--- src/rtl/aipp_omega_pkg.sv ---
// rtl/aipp_omega_pkg.sv - shared FSM type, default constants and width helper for the dispatch scheduler
package aipp_omega_pkg;

  typedef enum logic [1:0] {
    IDLE  = 2'd0,
    OFFER = 2'd1,
    GUARD = 2'd2
  } sched_state_t;

  localparam int DEF_NUM_REQ      = 4;
  localparam int DEF_NUM_CLUSTERS = 16;
  localparam int DEF_CID_W        = 4;
  localparam int DEF_BUSY_CYCLES  = 8;
  localparam int DEF_GUARD_CYCLES = 2;
  localparam int DEF_CREDIT_MAX   = 15;
  localparam int DEF_WDOG_CYCLES  = 64;

  // bits needed to hold the values 0..n-1, never less than one
  function automatic int width_of(input int n);
    return (n <= 2) ? 1 : $clog2(n);
  endfunction

endpackage

--- src/rtl/aipp_rr_picker.sv ---
// rtl/aipp_rr_picker.sv - combinational rotating-priority picker
// Searches eligible starting at ptr and wrapping; returns the winner one-hot and as an index.
module aipp_rr_picker
  import aipp_omega_pkg::*;
#(
  parameter int N  = DEF_NUM_REQ,
  parameter int IW = width_of(N)
) (
  input  logic [N-1:0]  eligible,
  input  logic [IW-1:0] ptr,
  output logic [N-1:0]  onehot,
  output logic [IW-1:0] index
);

  // walk from farthest to nearest so the closest eligible slot to ptr is written last
  always_comb begin
    onehot = '0;
    index  = '0;
    for (int k = N - 1; k >= 0; k--) begin
      if (eligible[(int'(ptr) + k) % N]) begin
        onehot                       = '0;
        onehot[(int'(ptr) + k) % N]  = 1'b1;
        index                        = IW'((int'(ptr) + k) % N);
      end
    end
  end

endmodule

--- src/rtl/aipp_dispatch_scheduler.sv ---
// rtl/aipp_dispatch_scheduler.sv - token-credited round-robin dispatch scheduler with cluster busy windows
// Optional OFFER watchdog enabled by defining AIPP_DISPATCH_WATCHDOG_EN.
module aipp_dispatch_scheduler
  import aipp_omega_pkg::*;
#(
  parameter int NUM_REQ      = DEF_NUM_REQ,
  parameter int NUM_CLUSTERS = DEF_NUM_CLUSTERS,
  parameter int CID_W        = DEF_CID_W,
  parameter int BUSY_CYCLES  = DEF_BUSY_CYCLES,
  parameter int GUARD_CYCLES = DEF_GUARD_CYCLES,
  parameter int CREDIT_MAX   = DEF_CREDIT_MAX,
  parameter int WDOG_CYCLES  = DEF_WDOG_CYCLES,
  parameter int CREDIT_W     = width_of(CREDIT_MAX + 1)
) (
  input  logic                     clk,
  input  logic                     rst,
  input  logic [NUM_REQ-1:0]       req,
  input  logic [NUM_REQ*CID_W-1:0] req_cid,
  input  logic                     token_in,
  input  logic                     lock_stable,
  output logic                     disp_valid,
  output logic [CID_W-1:0]         disp_cid,
  input  logic                     disp_ready,
  output logic [NUM_REQ-1:0]       grant,
  output logic [NUM_CLUSTERS-1:0]  busy_mask,
  output logic [CREDIT_W-1:0]      credit,
  output logic                     err_lock_lost,
  output logic                     err_timeout
);

  localparam int IW = width_of(NUM_REQ);
  localparam int BW = width_of(BUSY_CYCLES + 1);
  localparam int GW = width_of(GUARD_CYCLES + 1);
  localparam logic [BW-1:0]       BUSY_LOAD  = BW'(BUSY_CYCLES);
  localparam logic [GW-1:0]       GUARD_LOAD = GW'((GUARD_CYCLES > 0) ? GUARD_CYCLES - 1 : 0);
  localparam logic [CREDIT_W-1:0] CREDIT_TOP = CREDIT_W'(CREDIT_MAX);
  localparam logic [IW-1:0]       LAST_REQ   = IW'(NUM_REQ - 1);

  sched_state_t         state_q, state_d;
  logic [IW-1:0]        rr_ptr_q, rr_ptr_d, win_q, win_d;
  logic [CID_W-1:0]     cid_q, cid_d, cid_pick;
  logic [CREDIT_W-1:0]  credit_q, credit_d;
  logic [GW-1:0]        guard_q, guard_d;
  logic [BW-1:0]        timer_q [NUM_CLUSTERS];
  logic [BW-1:0]        timer_d [NUM_CLUSTERS];
  logic [NUM_REQ-1:0]   eligible, pick_onehot;
  logic [IW-1:0]        pick_idx;
  logic                 hs, start, abort_lock, abort_wdog;

  always_comb begin
    for (int i = 0; i < NUM_REQ; i++) begin
      eligible[i] = req[i] & ~busy_mask[req_cid[i*CID_W +: CID_W]];
    end
  end

  aipp_rr_picker #(.N(NUM_REQ), .IW(IW)) u_picker (
    .eligible (eligible),
    .ptr      (rr_ptr_q),
    .onehot   (pick_onehot),
    .index    (pick_idx)
  );

  always_comb begin
    cid_pick = '0;
    for (int i = 0; i < NUM_REQ; i++) begin
      if (pick_onehot[i]) cid_pick = req_cid[i*CID_W +: CID_W];
    end
  end

  assign hs         = (state_q == OFFER) & disp_ready;
  assign start      = (state_q == IDLE) & lock_stable & (credit_q != '0) & (|eligible);
  assign abort_lock = (state_q == OFFER) & ~disp_ready & ~lock_stable;

`ifdef AIPP_DISPATCH_WATCHDOG_EN
  localparam int WW = width_of(WDOG_CYCLES);
  localparam logic [WW-1:0] WDOG_LAST = WW'(WDOG_CYCLES - 1);
  logic [WW-1:0] wdog_q, wdog_d;

  assign wdog_d     = (state_q == OFFER) ? wdog_q + WW'(1) : '0;
  assign abort_wdog = (state_q == OFFER) & ~disp_ready & (wdog_q == WDOG_LAST);

  always_ff @(posedge clk or posedge rst) begin
    if (rst) wdog_q <= '0;
    else     wdog_q <= wdog_d;
  end
`else
  logic unused_wdog;
  assign unused_wdog = (WDOG_CYCLES != 0);
  assign abort_wdog  = 1'b0;
`endif

  always_ff @(posedge clk or posedge rst) begin
    if (rst) state_q <= IDLE;
    else     state_q <= state_d;
  end

  always_comb begin
    state_d = state_q;
    unique case (state_q)
      IDLE:  if (start) state_d = OFFER;
      OFFER: begin
        if (hs)                            state_d = (GUARD_CYCLES == 0) ? IDLE : GUARD;
        else if (abort_lock || abort_wdog) state_d = IDLE;
      end
      GUARD: if (guard_q == '0) state_d = IDLE;
      default: state_d = IDLE;
    endcase
  end

  always_comb begin
    disp_valid    = (state_q == OFFER);
    disp_cid      = cid_q;
    grant         = hs ? (NUM_REQ'(1) << win_q) : '0;
    err_lock_lost = abort_lock;
    err_timeout   = abort_wdog & ~abort_lock;
    credit        = credit_q;
  end

  // a handshake and a token in the same cycle cancel, even at saturation
  always_comb begin
    win_d    = start ? pick_idx : win_q;
    cid_d    = start ? cid_pick : cid_q;
    rr_ptr_d = rr_ptr_q;
    if (hs) rr_ptr_d = (win_q == LAST_REQ) ? '0 : win_q + IW'(1);
    guard_d = guard_q;
    if (hs)                                        guard_d = GUARD_LOAD;
    else if ((state_q == GUARD) && (guard_q != '0)) guard_d = guard_q - GW'(1);
    credit_d = credit_q;
    if (token_in && !hs) begin
      if (credit_q != CREDIT_TOP) credit_d = credit_q + CREDIT_W'(1);
    end else if (hs && !token_in) begin
      if (credit_q != '0) credit_d = credit_q - CREDIT_W'(1);
    end
    for (int c = 0; c < NUM_CLUSTERS; c++) begin
      if (hs && (cid_q == CID_W'(c))) timer_d[c] = BUSY_LOAD;
      else if (timer_q[c] != '0)      timer_d[c] = timer_q[c] - BW'(1);
      else                            timer_d[c] = '0;
      busy_mask[c] = (timer_q[c] != '0);
    end
  end

  always_ff @(posedge clk or posedge rst) begin
    if (rst) begin
      rr_ptr_q <= '0;
      win_q    <= '0;
      cid_q    <= '0;
      credit_q <= '0;
      guard_q  <= '0;
      for (int c = 0; c < NUM_CLUSTERS; c++) timer_q[c] <= '0;
    end else begin
      rr_ptr_q <= rr_ptr_d;
      win_q    <= win_d;
      cid_q    <= cid_d;
      credit_q <= credit_d;
      guard_q  <= guard_d;
      for (int c = 0; c < NUM_CLUSTERS; c++) timer_q[c] <= timer_d[c];
    end
  end

endmodule

--- config.mk ---
export PLATFORM = sky130hd
export DESIGN_NAME = aipp_dispatch_scheduler
export DESIGN_NICKNAME = d
export VERILOG_FILES = /design/src/rtl/aipp_omega_pkg.sv /design/src/rtl/aipp_rr_picker.sv /design/src/rtl/aipp_dispatch_scheduler.sv
export SDC_FILE = /design/constraint.sdc
export NUM_CORES = 1
export LEC_CHECK = 0
export ABC_AREA = 1
export BUFFER_PORTS_ARGS = -buffer_cell sky130_fd_sc_hd__buf_4
export CAP_MARGIN = 20
export CORE_AREA = 2 2 112 169
export CTS_BUF_LIST = sky130_fd_sc_hd__clkbuf_2
export CTS_CLUSTER_SIZE = 12
export DETAILED_ROUTE_END_ITERATION = 8
export DIE_AREA = 0 0 114 171
export PLACE_DENSITY = 0.45
export SETUP_SLACK_MARGIN = 0.05
export SYNTH_ARGS = -nofsm -noshare
export SYNTH_HDL_FRONTEND = slang
export SYNTH_HIERARCHICAL = 1
export SYNTH_SLANG_ARGS = --single-unit
--- constraint.sdc ---
create_clock -name clk -period 4.9 [get_ports clk]
set_clock_uncertainty 0.05 [all_clocks]
set_input_delay 0.98 -clock clk [delete_from_list [all_inputs] [get_ports clk]]
set_output_delay 0.98 -clock clk [all_outputs]
set_load 0.03 [all_outputs]
# == Yosys cells after proc, flatten, opt, wreduce, memory -nomap -nowiden ==
# Index checks and enable logic that the tools add are counted.
# word_totals
regBits,80
output_inout_bits,31
elab_cells,239
inputBits,25
# op_classes
n_eq_ne,23
bitwise,19
reduce_logical,55
n_addsub,23
shifts,1
n_lt_le_gt_ge,12
n_mux,84
# ops
op,count
4-bit two-way mux,45
4-bit nonzero test,17
4-bit by 1-bit subtractor with 4-bit output (second input constant),17
4-bit == test (second input constant),8
1-bit logical AND,23
2-bit two-way mux,11
4-bit by 5-bit less-than comparator with 1-bit output (second input constant),4
1-bit binary-select mux with 4-bit select,4
4-bit by 3-bit == test with 1-bit output (second input constant),4
1-bit two-way mux,15
3-bit by 4-bit less-than comparator with 1-bit output (second input constant),3
1-bit bitwise AND,10
3-bit by 1-bit greater-or-equal comparator with 1-bit output (second input constant),3
1-bit binary-select mux with 2-bit select,4
1-bit demux with 2-bit select,4
4-bit by 2-bit == test with 1-bit output (second input constant),2
2-bit nonzero test,4
1-bit NOT,6
2-bit case mux with 3 select lines,1
3-bit AND reduction,2
2-bit OR reduction,3
2-bit by 1-bit adder with 2-bit output (second input constant),2
2-bit adder (second input constant),2
4-bit by 1-bit adder with 4-bit output (second input constant),1
16 further kinds,22

# == Longest topological paths before layout ==
# logic_depth
ltp_word,16
depth_mapped,26

# == Hierarchy ==
# Netlist, hierarchy kept.
# modules_own_cells
mod,cells_per_inst,area_each_um2,seq_area_each_um2,instances
aipp_dispatch_scheduler,623,4868.4,2001.9,1
aipp_rr_picker,83,457.9,0.0,1

# == Worst setup path after synthesis ==
# No wires, ideal clock.
# synth_path
path_kind,input -> register
from,in req_cid[8]
to,"reg cid_q[0], in the netlist disp_cid[0]"
n_path_buf,1
t_arrival_ns,3.099
path_slack_ns,1.684
stages,23
cell_sequence,buf_4 inv_2 nand4_1 nand3_1 nand3_1 nand3_2 nand3_4 inv_1 inv_1 o21ai_1 nand2_2 nand2_4 inv_2 or2_0 nand2_1 inv_1 inv_1 nand2_1 o221ai_1 o21ai_0 o21ai_0 nand3_1 nand2_1
# synth_lines
item,line,rtl
"start, declared",aipp_dispatch_scheduler.sv:18,"input logic [NUM_REQ*CID_W-1:0] req_cid,"
1-bit binary-select mux with 4-bit select (*),aipp_dispatch_scheduler.sv:52,eligible[i] = req[i] & ~busy_mask[req_cid[i*CID_W +: CID_W]];
1-bit two-way mux (implied by the code) (*),aipp_dispatch_scheduler.sv:52,
1-bit NOT (*),aipp_dispatch_scheduler.sv:52,
1-bit bitwise AND (*),aipp_dispatch_scheduler.sv:52,
named net eligible[2],aipp_dispatch_scheduler.sv:46,"logic [NUM_REQ-1:0] eligible, pick_onehot;"
1-bit binary-select mux with 2-bit select,aipp_rr_picker.sv:20,if (eligible[(int'(ptr) + k) % N]) begin
1-bit two-way mux (implied by the code) (2 in a row),aipp_rr_picker.sv:20,
4-bit two-way mux (3 in a row),aipp_rr_picker.sv:20,
4-bit two-way mux (*),aipp_rr_picker.sv:20,
named net pick_onehot[1],aipp_dispatch_scheduler.sv:46,
4-bit two-way mux (*) (3 in a row),aipp_dispatch_scheduler.sv:66,if (pick_onehot[i]) cid_pick = req_cid[i*CID_W +: CID_W];
"end signal, assigned",aipp_dispatch_scheduler.sv:153,cid_q <= cid_d;
"end, declared",aipp_dispatch_scheduler.sv:41,"logic [CID_W-1:0] cid_q, cid_d, cid_pick;"
# Mark *: on every way through the listed nets, which the timed path passes. The rest lies on a longest branch. The select of a mux whose other input is x is not followed.
# A chain may end at the register's enable or synchronous reset.

# == Final worst setup path ==
# layout_path
from,reg timer_q[56] in the netlist's numbering
to,"reg cid_q[2], in the netlist disp_cid[2]"
# layout_lines
item,line,rtl
"start, declared",aipp_dispatch_scheduler.sv:44,logic [BW-1:0] timer_q [NUM_CLUSTERS];
4-bit nonzero test (*),aipp_dispatch_scheduler.sv:138,busy_mask[c] = (timer_q[c] != '0);
1-bit binary-select mux with 4-bit select (*),aipp_dispatch_scheduler.sv:52,
1-bit two-way mux (implied by the code) (*),aipp_dispatch_scheduler.sv:52,
1-bit NOT (*),aipp_dispatch_scheduler.sv:52,
1-bit bitwise AND (*),aipp_dispatch_scheduler.sv:52,
named net eligible[3],aipp_dispatch_scheduler.sv:46,
1-bit binary-select mux with 2-bit select,aipp_rr_picker.sv:20,
1-bit two-way mux (implied by the code) (2 in a row),aipp_rr_picker.sv:20,
4-bit two-way mux (3 in a row),aipp_rr_picker.sv:20,
4-bit two-way mux (*),aipp_rr_picker.sv:20,
named net pick_onehot[1],aipp_dispatch_scheduler.sv:46,
4-bit two-way mux (*) (3 in a row),aipp_dispatch_scheduler.sv:66,
# Marked as above.

==> flow_metrics.py <==
metrics = {
    "timing": {
        "setup_viol": 0,
        "post-route-period-util_pct": 66.2,
        "tightest_slew_ps": 852,
        "fin_setup_tns_ps": 0,
        "finalMaxSlewViolations": 0,
        "hold_slack_ps": 430,
        "hold_viol": 0,
        "grt_setup_unrepaired": "no",
        "max_freq_ghz": 0.308,
        "fin_crit_ps": 3240,
        "max_slew_margin_pct": 43.2,
    },
    "grt": {
        "track_usage_pct": 17.1,
        "overflow": 0,
        "grt_pass1_wl_um": 25600,
        "antenna_found_initial": 1,
        "grt_pass1_vias": 4922,
        "grt_max_degree": 48,
    },
    "critical_path": {
        "r2r_start": "timer_q[56]$_DFF_PP0_",
        "cp_slowest_cell": "dfrtp_1",
        "cp-start-kind": "flop",
        "max_stage_delay_ps": 460,
        "ff2ff_path_depth": 22,
        "worst-path-max-fanout": 7,
        "worstPathRequired_ps": 5390,
        "critPathLaunch": "timer_q[56]$_DFF_PP0_",
        "endpoint_kind": "flop",
        "worstSetupPathType": "flop to flop",
        "cp_cell_sequence": "nor2_1, nand3_1, nand3_1, nand3_1, nand3_1, nand3_2, inv_1, nand2_1, o21ai_1, nand2_2, nand2_4, inv_2, or2_0, nand2_1, inv_1, inv_1, nand2_1, o221ai_1, o21ai_0, o21ai_0, nand3_1, nand2_1",
        "crit_top_cell": "nand3_1",
        "cp.arrival_ps": 3740,
    },
    "worst_hold_path": {
        "hp-class": "primary input to asynchronous set/reset pin",
    },
    "logic_synthesis": {
        "synthesis.area_um2": 5330,
        "avgSynthCellArea_um2": 7.54,
        "yosys-top-cells-area": "dfrtp_1, nand3_1, nand2_1",
        "synthDistinctLibCells": 40,
        "synth_most_common_cell": "nand2_1",
        "synth_top_area_cell": "dfrtp_1",
        "syn_inst": 706,
        "synth-warning-count": 6,
        "yosys-top-cells-count": "nand2_1, inv_1, nand3_1",
        "ys_ff_latch": 80,
        "ys_seq_area_share_pct": 37.6,
        "synth-async-reset-ratio_pct": 100,
        "synth_top_area_share_pct": 37.6,
        "synth_ff_type": "dfrtp_1",
        "synth_nets": 747,
        "synth-edff-count": 0,
    },
    "die": {
        "initial_utilization_pct": 29.3,
        "num_rows": 61,
        "core_area_um2": 18200,
        "dieWidth_um": 114,
        "ioPinCount": 56,
        "die_height_um": 171,
        "die_area_um2": 19500,
    },
    "clock_network": {
        "clock_sinks": 80,
        "clk_path_buf_depth": 2,
        "cts_resized": 0,
        "hold_buffers": 0,
        "cts.reportedPaths.clkPinSlew_ps": 250,
        "cts_root_buffer": "clkbuf_2",
        "clk_latency_ps": 590,
        "cts_tree": "yes",
        "cts_setup_buffers": 0,
        "cts_buffers": 9,
        "htree_levels": 3,
    },
    "layout": {
        "final_layout_size_suffix_gt1_share_pct": 21.8,
        "final_cells": 992,
        "nNetsFinal": 807,
        "multi_input_area_um2": 2780,
        "nFillCells": 1948,
        "fin_util_pct": 33.7,
        "ff_latch_area_um2": 2000,
        "areaGrowthSynthToFinish_pct": 14.8,
    },
    "power_and_ir_drop": {
        "p_leak_nw": 3.13,
        "powerDensity_nw_per_um2": 674,
        "vdd_ir_drop_max_mv": 0.272,
    },
    "run": {
        "cap_violations": 0,
    },
    "routing": {
        "antenna_left": 0,
        "firstDrtPassIters": 5,
        "drt_iter0_markers": 230,
        "drc": 0,
        "vias_per_cell": 4.91,
        "routed_wl_um": 15900,
        "wl_per_cell_um": 16.0,
        "vias": 4869,
    },
    "place": {
        "dp_cells": 975,
        "dp_hpwl_um": 12700,
        "gp_congestion": 0.990,
        "io_buffers": 54,
    },
    "outcome": {
        "status": "complete, no violations",
    },
}
[path summary, 6_finish.rpt]
kind / to / slack [ps]
max: disp_cid[2]$_DFFE_PP0P_ / 1660
min: timer_q[31]$_DFF_PP0_ / 430
max reg2reg: disp_cid[2]$_DFFE_PP0P_ / 1660
min reg2reg: timer_q[28]$_DFF_PP0_ / 450
max in group asynchronous: timer_q[47]$_DFF_PP0_ / 3400
min in group clk: timer_q[28]$_DFF_PP0_ / 450
[cells by family (layout without fill, tap and decap cells)]
group                      after synthesis  in the layout  synth area share (%)
and+or+nand+nor                        390            390                  38.7
buffers and inverters                  138            203                  10.1
DFF                                     80             80                  37.6
AOI/OAI and AO/OA                       77             77                  8.93
adders and majority gates               16             16                  3.90
xor gates and xnor gates                 3              3                 0.493
other                                    1              2                0.0704
muxes                                    1              1                 0.211
[cell type report]
cell class,count,share of cell area [%]
Clock inverter,5,1.33
Tap cell,220,4.50
Timing Repair Buffer,55,6.75
Sequential cell,80,32.7
Inverter,132,8.21
Multi-Input combinational cell,488,45.5
Antenna cell,1,0.0409
Clock buffer,11,0.900
[critical path, delay by kind of cell, from the launching register on]
| family | cells | cell delay [ps] |
|---|---|---|
| AOI/OAI and AO/OA | 4 | 600 |
| buffers and inverters | 4 | 310 |
| DFF | 1 | 460 |
| and+or+nand+nor | 14 | 1770 |
[sequential cells by signal, indices dropped and copies added (netlist names)]
signal	count
timer_q	64
credit	4
disp_cid	4
guard_q	2
rr_ptr_q	2
state_q	2
win_q	2
[layout by cell type (no fill, tap or decap), types with 2 or more instances in the layout]
master | Yosys | final
nand2_1 | 110 | 110
inv_1 | 108 | 107
nand3_1 | 104 | 104
dfrtp_1 | 80 | 80
nor2_1 | 63 | 63
buf_4 | 4 | 55
o21ai_0 | 25 | 25
a21oi_1 | 23 | 23
inv_2 | 22 | 22
nor2_2 | 20 | 20
nor3_1 | 20 | 20
nand4_1 | 16 | 16
nand3_2 | 16 | 16
ha_1 | 15 | 15
nor2_4 | 13 | 13
clkbuf_2 | 0 | 11
nand2_4 | 9 | 9
nand2_2 | 8 | 8
o211ai_1 | 7 | 7
a211oi_1 | 7 | 7
o221ai_1 | 4 | 4
nor3b_1 | 4 | 4
o22ai_1 | 3 | 3
or2_0 | 3 | 3
inv_4 | 2 | 2
o21ai_1 | 2 | 2
xor2_1 | 2 | 2
a31oi_1 | 2 | 2
clkinv_2 | 0 | 2
bufinv_16 | 0 | 2
[per-stage QoR]
stage / setup slack, ps / power (mW) / cell area (µm²)
floorplan: 1680 / 2.99 / 5330
global placement: 1100 / 3.72 / 5980
detailed placement: 1110 / 3.75 / 5980
CTS: 1610 / 4.18 / 6110
global route: 1300 / 4.52 / 6110
finish: 1660 / 4.12 / 6110
[power by group]
part | total (mW) | internal (mW) | switching (mW)
sequential | 1.17 | 0.901 | 0.273
combinational | 2.53 | 0.867 | 1.66
clock | 0.421 | 0.173 | 0.248
[metal layers]
metal	track usage, %	part of all wire (%)	up-vias	wire length, µm
met5	0	0	-	0
met4	8.64	4.4	0	705
met3	2.90	3.3	38	519
met2	29.9	50	119	8010
met1	20.1	42	2291	6660
li1	-	-	2421	-
No activity file was read; power rests on OpenSTA's default activity.
